**config.mk**
```make
export PLATFORM = sky130hd
export DESIGN_NAME = param_fifo
export DESIGN_NICKNAME = d
export VERILOG_FILES = /design/src/rtl/param_fifo.sv
export SDC_FILE = /design/constraint.sdc
export NUM_CORES = 1
export LEC_CHECK = 0
export ABC_CLOCK_PERIOD_IN_PS = 3640
export CORE_MARGIN = 2
export CORE_UTILIZATION = 50
export CTS_CLUSTER_DIAMETER = 50
export DETAILED_ROUTE_END_ITERATION = 6
export GPL_TIMING_DRIVEN = 1
export HOLD_SLACK_MARGIN = 0.1
export PLACE_DENSITY = 0.74
export SLEW_MARGIN = 30
export SYNTH_ARGS = -nofsm -noshare
export SYNTH_HDL_FRONTEND = slang
export SYNTH_SLANG_ARGS = --single-unit
```
**constraint.sdc**
```tcl
create_clock -name clk -period 3.64 [get_ports clk]
set_input_delay 0.364 -clock clk [delete_from_list [all_inputs] [get_ports clk]]
set_output_delay 0.364 -clock clk [all_outputs]
set_load 0.01 [all_outputs]
```
**src/rtl/param_fifo.sv**
```systemverilog
// Parametrised synchronous FIFO with occupancy count, almost-full/empty thresholds
// and sticky error flags. Define PARAM_FIFO_FWFT_EN for first-word-fall-through reads.
module param_fifo #(
    parameter int unsigned WIDTH     = 8,
    parameter int unsigned ADDR_BITS = 3,
    parameter int unsigned AFULL_TH  = (1 << ADDR_BITS) - 1,
    parameter int unsigned AEMPTY_TH = 1
) (
    input  logic                 clk,
    input  logic                 reset_n,
    input  logic                 we,
    input  logic [WIDTH-1:0]     din,
    input  logic                 re,
    output logic [WIDTH-1:0]     dout,
    output logic                 dvalid,
    output logic                 empty,
    output logic                 full,
    output logic                 afull,
    output logic                 aempty,
    output logic [ADDR_BITS:0]   count,
    output logic                 overflow,
    output logic                 underflow,
    input  logic                 clr_err
);

    localparam int unsigned DEPTH = 1 << ADDR_BITS;
    localparam int unsigned CW    = ADDR_BITS + 1;
    localparam logic [ADDR_BITS:0] DEPTH_CNT  = CW'(DEPTH);
    localparam logic               AFULL_RST  = (AFULL_TH == 0);
    localparam logic               AEMPTY_RST = 1'b1;

    logic [WIDTH-1:0]     mem_q [DEPTH];

    logic [ADDR_BITS-1:0] wr_ptr_q, wr_ptr_d;
    logic [ADDR_BITS-1:0] rd_ptr_q, rd_ptr_d;
    logic [ADDR_BITS:0]   count_q, count_d;
    logic                 empty_q, empty_d;
    logic                 full_q, full_d;
    logic                 afull_q, afull_d;
    logic                 aempty_q, aempty_d;
    logic                 overflow_q, overflow_d;
    logic                 underflow_q, underflow_d;

    logic                 wr_ok;
    logic                 rd_ok;

    // Acceptance uses only registered status, so no we/re path reaches any output.
    always_comb begin
        wr_ok = we & ~full_q;
        rd_ok = re & ~empty_q;
    end

    always_comb begin
        wr_ptr_d = wr_ptr_q;
        rd_ptr_d = rd_ptr_q;
        count_d  = count_q;
        if (wr_ok) begin
            wr_ptr_d = wr_ptr_q + ADDR_BITS'(1);
        end
        if (rd_ok) begin
            rd_ptr_d = rd_ptr_q + ADDR_BITS'(1);
        end
        case ({wr_ok, rd_ok})
            2'b10:   count_d = count_q + CW'(1);
            2'b01:   count_d = count_q - CW'(1);
            default: count_d = count_q;
        endcase
    end

    // Status flags are registered from the next-cycle count so they track count exactly.
    always_comb begin
        empty_d  = (count_d == '0);
        full_d   = (count_d == DEPTH_CNT);
        afull_d  = (32'(count_d) >= AFULL_TH);
        aempty_d = (32'(count_d) <= AEMPTY_TH);
    end

    // A new error outranks a simultaneous clear.
    always_comb begin
        overflow_d  = (overflow_q  & ~clr_err) | (we & full_q);
        underflow_d = (underflow_q & ~clr_err) | (re & empty_q);
    end

    always_ff @(posedge clk or negedge reset_n) begin
        if (!reset_n) begin
            wr_ptr_q    <= '0;
            rd_ptr_q    <= '0;
            count_q     <= '0;
            empty_q     <= 1'b1;
            full_q      <= 1'b0;
            afull_q     <= AFULL_RST;
            aempty_q    <= AEMPTY_RST;
            overflow_q  <= 1'b0;
            underflow_q <= 1'b0;
        end else begin
            wr_ptr_q    <= wr_ptr_d;
            rd_ptr_q    <= rd_ptr_d;
            count_q     <= count_d;
            empty_q     <= empty_d;
            full_q      <= full_d;
            afull_q     <= afull_d;
            aempty_q    <= aempty_d;
            overflow_q  <= overflow_d;
            underflow_q <= underflow_d;
        end
    end

    // Storage is never reset; after a reset the pointers make old contents unreachable.
    always_ff @(posedge clk) begin
        if (wr_ok) begin
            mem_q[wr_ptr_q] <= din;
        end
    end

`ifdef PARAM_FIFO_FWFT_EN
    // Head word is shown straight from storage; dvalid simply mirrors non-empty.
    always_comb begin
        dout   = mem_q[rd_ptr_q];
        dvalid = ~empty_q;
    end
`else
    logic [WIDTH-1:0] dout_q, dout_d;
    logic             dvalid_q, dvalid_d;

    always_comb begin
        dout_d   = dout_q;
        dvalid_d = rd_ok;
        if (rd_ok) begin
            dout_d = mem_q[rd_ptr_q];
        end
    end

    always_ff @(posedge clk or negedge reset_n) begin
        if (!reset_n) begin
            dout_q   <= '0;
            dvalid_q <= 1'b0;
        end else begin
            dout_q   <= dout_d;
            dvalid_q <= dvalid_d;
        end
    end

    always_comb begin
        dout   = dout_q;
        dvalid = dvalid_q;
    end
`endif

    always_comb begin
        empty     = empty_q;
        full      = full_q;
        afull     = afull_q;
        aempty    = aempty_q;
        count     = count_q;
        overflow  = overflow_q;
        underflow = underflow_q;
    end

endmodule
```
Word level (Yosys, flattened, before mapping)
Memory sizes are Yosys's and may differ from the RTL's. A register that Yosys moved wholly into a read port is not among the register bits.
Index checks and enable logic that the tools add are counted.
{ "word_totals": {"word_cells": 36, "input_bits": 13, "ramBits": 64, "output_inout_bits": 19, "register_bits": 17, "mem_count": 1} }
{ "memory_table": {"columns": ["name", "words", "width", "read_ports", "rd_clocked_by_memory_dff", "wr", "line", "text"], "rows": [
  ["mem_q", 8, 8, 1, 1, 1, "32", "logic [WIDTH-1:0] mem_q [DEPTH];"]
]} }
{ "op_classes": {"add_sub_neg": 4, "n_eq_ne": 3, "bitwise_logic": 11, "reduce_logical": 2, "magnitude_cmp": 2, "muxes": 3} }
{ "op_table": {"columns": ["operator", "count"], "rows": [
  ["4-bit one-hot mux with 2 select lines", 1],
  ["3-bit by 1-bit adder with 3-bit output, second input constant", 2],
  ["1-bit bitwise AND", 6],
  ["4-bit by 1-bit adder with 4-bit output, second input constant", 1],
  ["4-bit == test, second input constant", 1],
  ["4-bit by 3-bit >= comparator with 1-bit output, second input constant", 1],
  ["4-bit by 1-bit <= comparator with 1-bit output, second input constant", 1],
  ["4-bit logical NOT", 1],
  ["4-bit by 1-bit subtractor with 4-bit output, second input constant", 1],
  ["1-bit NOT", 3],
  ["2-bit by 1-bit == test with 1-bit output, second input constant", 1],
  ["2-bit == test, second input constant", 1],
  ["1-bit two-way mux", 2],
  ["1-bit bitwise OR", 2],
  ["1-bit logical NOT", 1]
]} }

Logic depth before layout (Yosys ltp)
{ "depth": {"ltp_word": 5, "depth_mapped": 11, "mapped_depth_nobuf": 10} }

Worst setup path before layout
Ideal clock, no wire load.
{ "synth_path": {"path_type": "reg-to-reg", "startpoint": "register empty_q (netlist: empty)", "endpoint": "register full_q (netlist: full)", "stages_incl_launch_ff": 11, "path_slack_ns": 0.979, "path_buffers": 2, "period_less_slack_ns": 2.661, "required_ns": 3.545, "setup_ns": 0.095, "arrival_ns": 2.566, "path_cell_list": "dfstp_2 > nand2b_4 > clkbuf_1 > clkbuf_1 > inv_1 > ha_1 > and4b_1 > o21ai_1 > a221oi_2 > xor2_2 > nor4b_2"} }
{ "synth_via": {"elab_chain_len": 5, "elab_cells_between_ends": 6, "classes_between": "eq/ne: 3; mux: 1; bitwise: 2"} }
{ "synth_lines": {"columns": ["item", "line", "text"], "rows": [
  ["start: declaration", "37", "logic empty_q, empty_d;"],
  ["start signal: assignment", "99", "empty_q <= empty_d;"],
  ["1-bit NOT *", "50", "rd_ok = re & ~empty_q;"],
  ["1-bit bitwise AND *", "50", null],
  ["2-bit by 1-bit == test with 1-bit output or 2-bit == test (tied branches)", "63", "case ({wr_ok, rd_ok})"],
  ["4-bit one-hot mux with 2 select lines *", "63", null],
  ["named net count_d[3]", "36", "logic [ADDR_BITS:0] count_q, count_d;"],
  ["4-bit == test *", "73", "full_d = (count_d == DEPTH_CNT);"],
  ["named net full_d", "38", "logic full_q, full_d;"],
  ["end signal: assignment", "100", "full_q <= full_d;"],
  ["end: declaration", "38", null]
]} }
The timed path passes the listed nets; every way through them passes the cells marked *.
A chain may end at the register's enable or synchronous reset.

Worst setup path after layout
{ "layout_path": {"startpoint": "input we", "endpoint": "register full_q (netlist: full)"} }
{ "layout_via": {"elab_chain_len": 4, "elab_cells_between_ends": 5, "classes_between": "eq/ne: 3; mux: 1; bitwise: 1"} }
{ "layout_lines": {"columns": ["item", "line", "text"], "rows": [
  ["start: declaration", "11", "input logic we,"],
  ["1-bit bitwise AND *", "49", "wr_ok = we & ~full_q;"],
  ["2-bit by 1-bit == test with 1-bit output or 2-bit == test (tied branches)", "63", null],
  ["4-bit one-hot mux with 2 select lines *", "63", null],
  ["named net count_d[3]", "36", null],
  ["4-bit == test *", "73", null],
  ["named net full_d", "38", null]
]} }
Marked as above.

==> run metrics <==
Synth warnings=0; # hold bufs at CTS=0; cells on worst reg2reg path=8; clk buf depth=2; GPL Wtd Cong=0.715; fin. max-slew vios=0; CP Launch Type=primary input; cell count after placement=324; 1st-iter DRT viols=77; share of flip-flops with an asynchronous set or reset=28.1%; Finish-stage setup viols=0; vias per std cell=5.19; Yosys top cell by area=edfxtp_1; Final #Nets=256; worst vdd ir=0.000327 V; fin area=4170 um^2; drt total wl=5790 um; Min Hold Slack=361 ps; hpwl dp=3660 um; Tmin final=2700 ps; Total GRT Usage=17.0%; Top Layer Used=met4; setup bufs post-CTS=0; drt wl/cell=17.0 um; largest net degree at the start of global routing=26; Final Skew=13.0 ps; PD cells=778 nW/um^2; most frequent cells in the layout=edfxtp_1, clkdlybuf4s50_1, dfrtp_1; metal3 WL=316 um; Non-Filler Instances=340; Setup Crit Path Kind=primary input to register; die area=7690 um^2; post-cts gate resize count=0; routed vias=1765; synthesized area=3500 um^2; Sink Count=89; synth unique cells=33; outcome=finished, final reports clean; Yosys reg bits=89; most common cell after layout, fill and taps aside=edfxtp_1; Met2 Wirelength=2800 um; cell leakage power=1.47 nW; number of global-route vias before repair=1714; critical path arrival=2960 ps; first-pass GRT wire length=9160 um; largest cells by area after synthesis=edfxtp_1, dfrtp_1, mux4_2; width of the chip=87.7 um; antenna violations before repair=0; Post-synth EDFFs=64; ANT nets after route=0; Mapped Nets=214; IO Pins=32; worst-path fanout max=10; Ant. Diodes=0; Metal-1 WL=2610 um; Slew @ Worst Pin=916 ps; Max-Cap Viols=0; grt total ovfl=0; RR Startpoint=full; CTS tree=built; Critical Path End Type=register; RSZ-0062 raised after global routing=no; area growth from synthesis to layout=18.9%; Slew HR=38.7%; Initial Util=51.6%; core area=6790 um^2; Port Buffers=31; period utilization=74.3%; row count=30; main flop type after synthesis=edfxtp_1; Clock Pin Slew Worst Setup and Hold Paths=90 ps; instance count of the mapped netlist=197; worst r2r dst=full; r2r setup slk=1030 ps; Synth Area per Inst=17.8 um^2; Hold Path Class=primary input to asynchronous set/reset pin; CP startpoint=we; Tot Pwr=3.24 mW; residual DRC count=0; Die Ht=87.7 um; fmax=0.370 GHz; Final Hold Viols=0; Worst-Skew Late Latency=360 ps; max incr delay on CP=500 ps; number of buffers created by CTS=9; layout cells sized above 1=19.7%; top cell type's share of synthesized area=54.8%; Post-Place Cell Area=3960 um^2; CTS root buf=clkbuf_8; Initial DRT Pass Iterations=4; htree depth=3; sequential share of the synthesized area=72.8%; CP cell instances=clkdlybuf4s50_1 > nor2b_1 > inv_4 > ha_1 > and4b_1 > o21ai_1 > a221oi_2 > xor2_2 > nor4b_2; Worst EP required=3900 ps; CP max-delay cell=nor2b_1; Post-Route Setup TNS=0 ps
[per-layer routing]
metal | GRT usage, % | vias up
met5 | 0 | -
li1 | - | 841
met2 | 25.5 | 43
met4 | 6.99 | 0
met1 | 23.7 | 876
met3 | 4.81 | 5
[power breakdown]
group	internal, mW	total (mW)	switching, mW
combinational	0.556	1.02	0.469
sequential	1.33	1.52	0.186
clock	0.332	0.696	0.363
total	2.22	3.24	1.02
[stage by stage]
step | util (%) | worst slack (ps)
after floorplan | - | 979
after global placement | 58.2 | 677
after detailed placement | 58.2 | 558
after CTS | 61.3 | 943
after global routing | 61.3 | 733
final | 61.3 | 937
[critical path: cells and delay by family]
family / cells / cell delay [ps]
compound gates: 2 / 440
buf+inv: 2 / 600
fa+ha+maj: 1 / 280
simple gates: 3 / 1040
xor+xnor: 1 / 240
[how the worst max path moves through the flow]
stage               endpoint  slack [ps]  depth (start not counted)
floorplan               full         980                         10
global placement        full         680                          9
detailed placement      full         560                          9
CTS                     full         940                          9
global route            full         730                          9
finish                  full         940                          9
[synth_stat cells (3+ instances only)]
library cell / instances
edfxtp_1: 64
dfrtp_1: 23
nand2_1: 21
mux4_2: 16
o21ai_0: 10
mux2i_1: 8
nor3_1: 7
xnor2_1: 6
clkbuf_1: 5
ha_1: 4
inv_1: 4
nor2_1: 3
[flip-flops by register name (all words and copies together) (netlist names), 3 cells and up]
| signal | flops |
|---|---|
| dout | 8 |
| count | 4 |
| mem_q | 64 |
| rd_ptr_q | 3 |
| wr_ptr_q | 3 |
[cells by family after synthesis]
logic type / synth area share [%]
AOI/OAI and AO/OA: 2.96
xor gates and xnor gates: 2.21
adders and majority gates: 1.43
buffers and inverters: 1.75
DFF: 72.8
muxes: 12.9
and+or+nand+nor: 6.00
[final cells by class]
cell class	count	area (um^2)
Timing Repair Buffer	39	370
Clock inverter	7	87.6
Tap cell	96	120
Clock buffer	9	124
Inverter	5	21.3
Multi-Input combinational cell	95	893
Sequential cell	89	2550
Fill cell	514	2630
No activity file was read; power rests on OpenSTA's default activity.
